--- src/rtl/clk_enable_gen.sv ---
// clk_enable_gen: master-clock enable strobes for the game core.
// NUM_CH divider channels with a shadow-register reload handshake, and a
// non-overlapping phi_1/phi_2 generator with halt stretching and a cpu_en
// strobe. Nothing here creates a clock; everything is an enable on clk_96MHz.
module clk_enable_gen #(
    parameter int                        NUM_CH     = 4,
    parameter int                        DIV_W      = 12,
    parameter logic [NUM_CH*DIV_W-1:0]   DIV_INIT   = {NUM_CH{DIV_W'(8)}},
    parameter int                        PHI_PERIOD = 64,
    parameter int                        P1_LEN     = 32,
    parameter int                        GAP_LEN    = 1
) (
    input  logic                      clk_96MHz,
    input  logic                      reset_n,
    input  logic                      run,
    input  logic                      div_load,
    input  logic [NUM_CH*DIV_W-1:0]   div_value,
    output logic                      div_busy,
    output logic                      div_ack,
    output logic [NUM_CH-1:0]         ce,
    input  logic                      halt,
    output logic                      phi_1,
    output logic                      phi_2,
    output logic                      cpu_en,
    output logic                      halted
);

    localparam int PC_W = (PHI_PERIOD > 2) ? $clog2(PHI_PERIOD) : 1;

    // Phase-counter landmarks within one phi period.
    localparam logic [PC_W-1:0] PC_P1_LAST   = PC_W'(P1_LEN - 1);
    localparam logic [PC_W-1:0] PC_G12_LAST  = PC_W'(P1_LEN + GAP_LEN - 1);
    localparam logic [PC_W-1:0] PC_P2_LAST   = PC_W'(PHI_PERIOD - GAP_LEN - 1);
    localparam logic [PC_W-1:0] PC_G21_FIRST = PC_W'(PHI_PERIOD - GAP_LEN);
    localparam logic [PC_W-1:0] PC_LAST      = PC_W'(PHI_PERIOD - 1);

    // The phase sequence needs room for both gaps and a non-empty phi_2.
    if (!((P1_LEN + 2 * GAP_LEN) < PHI_PERIOD) || (GAP_LEN < 1) || (P1_LEN < 1)) begin : g_bad_phase_timing
        $error("clk_enable_gen: require P1_LEN + 2*GAP_LEN < PHI_PERIOD with P1_LEN, GAP_LEN >= 1");
    end

    // ------------------------------------------------------------------
    // Divider channels
    // ------------------------------------------------------------------
    logic [NUM_CH-1:0] wrap;
    logic [NUM_CH-1:0] pend;
    logic [NUM_CH-1:0] apply;
    logic              load_accept;
    logic              all_done;
    logic              busy_q;
    logic              ack_q;

    // A request is only taken while no reload is outstanding.
    assign load_accept = div_load && !busy_q;
    // The reload completes on the edge where the last pending channel applies.
    assign all_done    = busy_q && ((pend & ~apply) == '0);

    for (genvar gi = 0; gi < NUM_CH; gi++) begin : g_ch
        logic [DIV_W-1:0] cnt_q, cnt_d;
        logic [DIV_W-1:0] div_q, div_d;
        logic [DIV_W-1:0] shadow_q, shadow_d;
        logic             pend_q, pend_d;
        logic [DIV_W-1:0] eff;

        // A divisor of zero behaves as one: strobe on every run cycle.
        assign eff       = (div_q == '0) ? DIV_W'(1) : div_q;
        assign wrap[gi]  = run && (cnt_q == (eff - DIV_W'(1)));
        assign apply[gi] = wrap[gi] && pend_q;
        assign pend[gi]  = pend_q;
        assign ce[gi]    = reset_n && wrap[gi];

        // Count, wrap, and swap in the shadow divisor only at a period boundary.
        always_comb begin
            cnt_d    = cnt_q;
            div_d    = div_q;
            shadow_d = shadow_q;
            pend_d   = pend_q;
            if (run) begin
                cnt_d = wrap[gi] ? '0 : (cnt_q + DIV_W'(1));
            end
            if (apply[gi]) begin
                div_d  = shadow_q;
                pend_d = 1'b0;
            end
            if (load_accept) begin
                shadow_d = div_value[gi*DIV_W +: DIV_W];
                pend_d   = 1'b1;
            end
        end

        // Channel state registers.
        always_ff @(posedge clk_96MHz or negedge reset_n) begin
            if (!reset_n) begin
                cnt_q    <= '0;
                div_q    <= DIV_INIT[gi*DIV_W +: DIV_W];
                shadow_q <= '0;
                pend_q   <= 1'b0;
            end else begin
                cnt_q    <= cnt_d;
                div_q    <= div_d;
                shadow_q <= shadow_d;
                pend_q   <= pend_d;
            end
        end
    end

    // Reload handshake: busy from acceptance until every channel has applied.
    always_ff @(posedge clk_96MHz or negedge reset_n) begin
        if (!reset_n) begin
            busy_q <= 1'b0;
            ack_q  <= 1'b0;
        end else begin
            ack_q <= all_done;
            if (all_done) begin
                busy_q <= 1'b0;
            end else if (load_accept) begin
                busy_q <= 1'b1;
            end
        end
    end

    assign div_busy = busy_q;
    assign div_ack  = ack_q;

    // ------------------------------------------------------------------
    // Two-phase generator
    // ------------------------------------------------------------------
    typedef enum logic [2:0] {
        S_IDLE,
        S_P1,
        S_G12,
        S_P2,
        S_G21,
        S_HOLD
    } phi_state_t;

    phi_state_t      state_q, state_d;
    logic [PC_W-1:0] pc_q, pc_d;

    // Next state and phase count; nothing moves while run is low.
    always_comb begin
        state_d = state_q;
        pc_d    = pc_q;
        if (run) begin
            case (state_q)
                S_IDLE: begin
                    state_d = S_P1;
                    pc_d    = '0;
                end
                S_P1: begin
                    pc_d = pc_q + PC_W'(1);
                    if (pc_q == PC_P1_LAST) state_d = S_G12;
                end
                S_G12: begin
                    pc_d = pc_q + PC_W'(1);
                    if (pc_q == PC_G12_LAST) state_d = S_P2;
                end
                S_P2: begin
                    pc_d = pc_q + PC_W'(1);
                    if (pc_q == PC_P2_LAST) state_d = S_G21;
                end
                S_G21: begin
                    if (pc_q == PC_LAST) begin
                        pc_d    = '0;
                        state_d = halt ? S_HOLD : S_P1;
                    end else begin
                        pc_d = pc_q + PC_W'(1);
                    end
                end
                S_HOLD: begin
                    // The releasing HOLD cycle stands in for pc=0 of the new P1.
                    pc_d = '0;
                    if (!halt) begin
                        state_d = S_P1;
                        pc_d    = PC_W'(1);
                    end
                end
                default: begin
                    state_d = S_IDLE;
                    pc_d    = '0;
                end
            endcase
        end
    end

    // Phase state and counter registers.
    always_ff @(posedge clk_96MHz or negedge reset_n) begin
        if (!reset_n) begin
            state_q <= S_IDLE;
            pc_q    <= '0;
        end else begin
            state_q <= state_d;
            pc_q    <= pc_d;
        end
    end

    // Phase levels follow the state, so they freeze with it when run is low.
    assign phi_1  = (state_q == S_P1) || (state_q == S_HOLD);
    assign phi_2  = (state_q == S_P2);
    assign halted = (state_q == S_HOLD);
    assign cpu_en = reset_n && run && (state_q == S_G21) && (pc_q == PC_G21_FIRST);

endmodule
--- config.mk ---
export PLATFORM = sky130hd
export DESIGN_NAME = clk_enable_gen
export DESIGN_NICKNAME = d
export VERILOG_FILES = /design/src/rtl/clk_enable_gen.sv
export SDC_FILE = /design/constraint.sdc
export NUM_CORES = 1
export LEC_CHECK = 0
export CAP_MARGIN = 20
export CORE_MARGIN = 2
export CORE_UTILIZATION = 40
export CTS_CLUSTER_DIAMETER = 80
export CTS_CLUSTER_SIZE = 16
export DETAILED_ROUTE_END_ITERATION = 6
export GPL_ROUTABILITY_DRIVEN = 0
export HOLD_SLACK_MARGIN = 0.08
export SLEW_MARGIN = 20
export SYNTH_ARGS = -nofsm -noshare
export SYNTH_HDL_FRONTEND = slang
export SYNTH_SLANG_ARGS = --single-unit
--- constraint.sdc ---
create_clock -name clk_96MHz -period 4.8 [get_ports clk_96MHz]
set_input_delay 0.96 -clock clk_96MHz [delete_from_list [all_inputs] [get_ports clk_96MHz]]
set_output_delay 0.96 -clock clk_96MHz [all_outputs]
set_load 0.02 [all_outputs]
# Word-level counts from Yosys, hierarchy flattened
# Index checks and enable logic that the tools add are counted.
# totals
regBits	159
latch_bits	0
ram_bits	0
mem_bits_ro	0
inputBits	53
output_inout_bits	10
wordCells	109
n_memories	0
# classes
add_sub_neg	9
n_mul	0
div_mod_pow	0
n_lt_le_gt_ge	0
n_eq_ne	18
n_shift	0
n_mux	28
bitwise_logic	2
reduce_logical	32
# op_table
operator	n
two-way mux 12 bit	8
adder 12 x 1 -> 12 bit, second input constant	4
== test 12 bit	4
zero test 12 bit	4
subtractor 12 x 1 -> 12 bit, second input constant	4
== test 6 bit, second input constant	3
two-way mux 3 bit	6
one-hot mux 3 bit (6 select lines)	1
one-hot mux 6 bit (3 select lines)	1
logical AND 1 bit	17
two-way mux 1 bit	11
nonzero test 2 bit	5
adder 6 x 1 -> 6 bit, second input constant	1
== test 3 x 2 -> 1 bit, second input constant	2
== test 3 bit, second input constant	2
== test 6 x 5 -> 1 bit, second input constant	1
two-way mux 6 bit	1
!= test 2 bit, second input constant	3
AND reduction 6 bit	1
AND 4 bit	1
zero test 4 bit	1
!= test 2 x 1 -> 1 bit, second input constant	2
inverter 4 bit	1
== test 3 x 1 -> 1 bit, second input constant	1
4 further kinds	4

# Logic depth before layout (Yosys ltp)
# depth
word_depth	11
mapped_depth	15
ltp_nobuf	12

# Least setup slack after synthesis
# OpenSTA, ideal clock, no wires.
# synth_timing
kind	reg-to-output
start	register g_ch[1].div_q[7]
end	output port ce[1]
arrival_time_ns	3.078
required_time_ns	3.840
slack_ns	0.762
stages_incl_launch_ff	12
path_buffers	1
path_cell_list	dfrtp_1 -> buf_6 -> or4_1 -> nor4_1 -> nor2_1 -> ha_1 -> xnor3_1 -> o2111ai_1 -> a221oi_1 -> nand4_1 -> a2111oi_4 -> and2_1
# synth_via
elab_chain_cells	6
# synth_lines
item	line	rtl
start: declaration	60	logic [DIV_W-1:0] div_q, div_d;
start signal: assignment	95	div_q <= DIV_INIT[gi*DIV_W +: DIV_W];
start signal: assignment	100	div_q <= div_d;
zero test 12 bit	66	assign eff = (div_q == '0) ? DIV_W'(1) : div_q;
two-way mux 12 bit (*)	66	
subtractor 12 x 1 -> 12 bit (*)	67	assign wrap[gi] = run && (cnt_q == (eff - DIV_W'(1)));
== test 12 bit (*)	67	
logical AND 1 bit (*)	67	
logical AND 1 bit (*)	70	assign ce[gi] = reset_n && wrap[gi];
end: declaration	20	output logic [NUM_CH-1:0] ce,
# Mark *: on every way between the ends. The rest lies on a longest branch, timed or not.

# Worst setup path in the final report
# layout_timing
start	register g_ch[1].div_q[8]
end	output port ce[1]
# The elaborated chain is that of the path after synthesis.

==> flow_metrics.env <==
export IMPL_postSynthCellCount=875
export IMPL_post_cts_setup_buffer_count=0
export IMPL_avgViaCountPerCell=5.08
export IMPL_utilization=0.486
export IMPL_die_y_um=150
export IMPL_slew_headroom=0.445
export IMPL_die_w_um=150
export IMPL_synth_nets=939
export IMPL_drv_slew=0
export IMPL_required_ns=3.84
export IMPL_tightest_slew_ns=0.825
export IMPL_cts_hold_buf=0
export IMPL_cts_tree="yes"
export IMPL_hpwl_mm=12.2
export IMPL_rsz0062_at_grt="yes"
export IMPL_yosys_warnings=0
export IMPL_hold_viol_final=0
export IMPL_ys_ff_latch=159
export IMPL_hp_class="reg -> reg"
export IMPL_io_buffers=62
export IMPL_cts_buffers=17
export IMPL_grt_pass1_vias=6216
export IMPL_io_pin_count=63
export IMPL_critPathKind="reg -> out"
export IMPL_async_flop_share=1.00
export IMPL_clock_sinks=159
export IMPL_rows=53
export IMPL_crit_fanout=6
export IMPL_drive_gt1_frac=0.126
export IMPL_maxCapViolCount=0
export IMPL_syn_to_final_growth_pct=19.7
export IMPL_fin_setup_tns_ns=0
export IMPL_setup_viol=0
export IMPL_clock_path_buffers=2
export IMPL_ys_flop_type="dfrtp_1"
export IMPL_outcome="complete, no violations"
export IMPL_placed_cell_area_sq_um=9420
export IMPL_synth_edff_count=0
export IMPL_fin_area_sq_um=10100
export IMPL_synth_distinct_cells=74
export IMPL_grt_max_degree=66
export IMPL_finalClockSkew_ns=0.0102
export IMPL_power_density_nw_per_um2=595
export IMPL_initial_core_util=0.406
export IMPL_insertion_delay_ns=0.42
export IMPL_end_kind="primary output"
export IMPL_min_period_ns=4.68
export IMPL_wire_per_inst_um=14.8
export IMPL_clk_pin_slew_worst_paths_ns=0.06
export IMPL_overflow=0
export IMPL_leakage_nw=4.71
export IMPL_grt_usage=0.172
export IMPL_grt_pass1_wl_mm=30.9
export IMPL_final_cell_mix="186 x nand2_1, 154 x dfrtp_1, 77 x nor2_1, 59 x clkdlybuf4s50_1, 50 x xor2_1"
export IMPL_vdd_drop_max_v=0.000275
export IMPL_fmax_ghz=0.214
export IMPL_finalNetCount=1000
export IMPL_period_share=0.975
export IMPL_netlist_area_sq_um=8480
export IMPL_core_sq_um=20900
export IMPL_diodes=0
export IMPL_first_iter_violations=204
export IMPL_root_buffer="clkbuf_16"
export IMPL_postRouteAntennaNets=0
export IMPL_cts_max_level=4
export IMPL_antenna_found_initial=0
export IMPL_finalWirelength_mm=18.1
export IMPL_final_common_cell="nand2_1"
export IMPL_firstDrtPassIters=5
export IMPL_critPathLaunchType="flop"
export IMPL_worst_endpoint_arrival_ns=3.72
export IMPL_drc_errors=0
export IMPL_vias=6224
export IMPL_avgSynthCellArea_sq_um=9.69
export IMPL_dieArea_sq_um=22400
export IMPL_ys_seq_area_frac=0.470
-- repair_timing --
| action | CTS | global route |
|---|---|---|
| gates resized for setup | 9 | 9 |
| endpoints found under the hold margin | 0 | 0 |
| pin swaps | 0 | 1 |
| endpoints found under the setup margin | 3 | 3 |
-- per-layer routing --
| metal | vias to the layer above | track usage | share of wire |
|---|---|---|---|
| li1 | 3140 | - | - |
| met1 | 3000 | 0.230 | 0.48 |
| met2 | 75 | 0.289 | 0.48 |
| met3 | 9 | 0.0335 | 0.023 |
| met4 | 0 | 0.0400 | 0.0096 |
| met5 | - | 0 | 0 |
-- critical path, cell delays in order (launching register included) --
cell and delay [ns]:
dfrtp_1 0.45, or4_4 0.57, nor4_2 0.30, nor2_1 0.10, ha_1 0.22, xnor3_1 0.36, o2111ai_1 0.10, a221oi_1 0.23
nand4_1 0.19, a2111oi_4 0.34, and2_1 0.18, clkdlybuf4s15_2 0.26
-- layout make-up --
class | count | area (sq um)
well taps | 275 | 344
clock inverters | 11 | 181
multi-input cells | 658 | 4330
inverters | 22 | 82.6
fillers | 1984 | 10700
flip-flops and latches | 159 | 3990
clock buffers | 21 | 460
repair buffers | 78 | 758
-- cell usage after synthesis (4+ instances only) --
master	count	share of area
clkbuf_1	29	0.013
and4_1	5	0.0052
nand4b_1	5	0.0052
xnor2_1	40	0.041
a22oi_1	4	0.0035
nand3b_1	6	0.0053
nand4_1	20	0.015
and2_1	6	0.0044
nor3_1	14	0.0083
nand2b_1	7	0.0052
dfstp_2	4	0.012
mux2_4	10	0.018
or4_1	7	0.0062
xor2_1	50	0.052
a21oi_1	13	0.0077
mux2_1	12	0.016
inv_1	21	0.0093
o31ai_1	5	0.0044
nor2_1	77	0.034
nand3_1	23	0.014
mux2i_1	8	0.0094
nor4_1	8	0.0059
dfrtp_1	155	0.46
nand2_1	186	0.082
nor2b_1	8	0.0059
o21ai_0	22	0.013
ha_1	11	0.016
nor3b_1	4	0.0035
nor4b_1	4	0.0041
mux2_2	31	0.041
and3_1	8	0.0059
o22ai_1	6	0.0044
or3_1	6	0.0044
-- cell families (layout without fill, tap and decap cells) --
logic type,after synthesis,in the layout,share of synthesized area
DFF,159,159,0.470
xor gates and xnor gates,91,91,0.0956
adders and majority gates,11,11,0.0162
and+or+nand+nor,406,406,0.229
AOI/OAI and AO/OA,89,89,0.0753
buffers and inverters,58,132,0.0294
muxes,61,61,0.0843
-- per-stage QoR --
step | std cells | worst slack, ns | power, mW | hold slack [ns]
floorplan | 875 | 0.762 | 3.94 | 0.438
global route | 1224 | -0.0595 | 6.54 | 0.494
CTS | 1224 | 0.0229 | 6.09 | 0.474
detailed placement | 1192 | 0.147 | 4.53 | 0.458
global placement | 1192 | 0.223 | 4.48 | 0.457
finish | 1224 | 0.120 | 6.04 | 0.468
-- sequential cells by signal, summed over array words and instances, names as in the netlist --
name / cells
g_ch.pend_q: 4
g_ch.shadow_q: 48
pc_q: 6
g_ch.cnt_q: 48
div_ack: 1
div_busy: 1
state_q: 3
g_ch.div_q: 48
-- path summary, 6_finish.rpt --
check / startpoint / to / cells past startpoint / slack [ns]
max: g_ch[1].div_q[8]$_DFFE_PN0P_ / ce[1] / 11 / 0.12
min: g_ch[1].shadow_q[8]$_DFFE_PN0P_ / g_ch[1].shadow_q[8]$_DFFE_PN0P_ / 2 / 0.47
max reg2reg: g_ch[1].div_q[8]$_DFFE_PN0P_ / g_ch[1].div_q[0]$_DFFE_PN0P_ / 12 / 0.59
min reg2reg: g_ch[1].shadow_q[8]$_DFFE_PN0P_ / g_ch[1].shadow_q[8]$_DFFE_PN0P_ / 2 / 0.47
max in group asynchronous: reset_n / g_ch[3].shadow_q[2]$_DFFE_PN0P_ / 2 / 3.06
min in group asynchronous: reset_n / g_ch[2].shadow_q[5]$_DFFE_PN0P_ / 1 / 0.49
-- power by group --
part / internal (mW) / leakage (nW) / switching, mW / total [mW]
clock: 0.907 / 0.312 / 0.549 / 1.46
combinational: 1.16 / 2.36 / 1.19 / 2.35
sequential: 1.76 / 2.04 / 0.477 / 2.24
No activity file was read; power rests on OpenSTA's default activity.
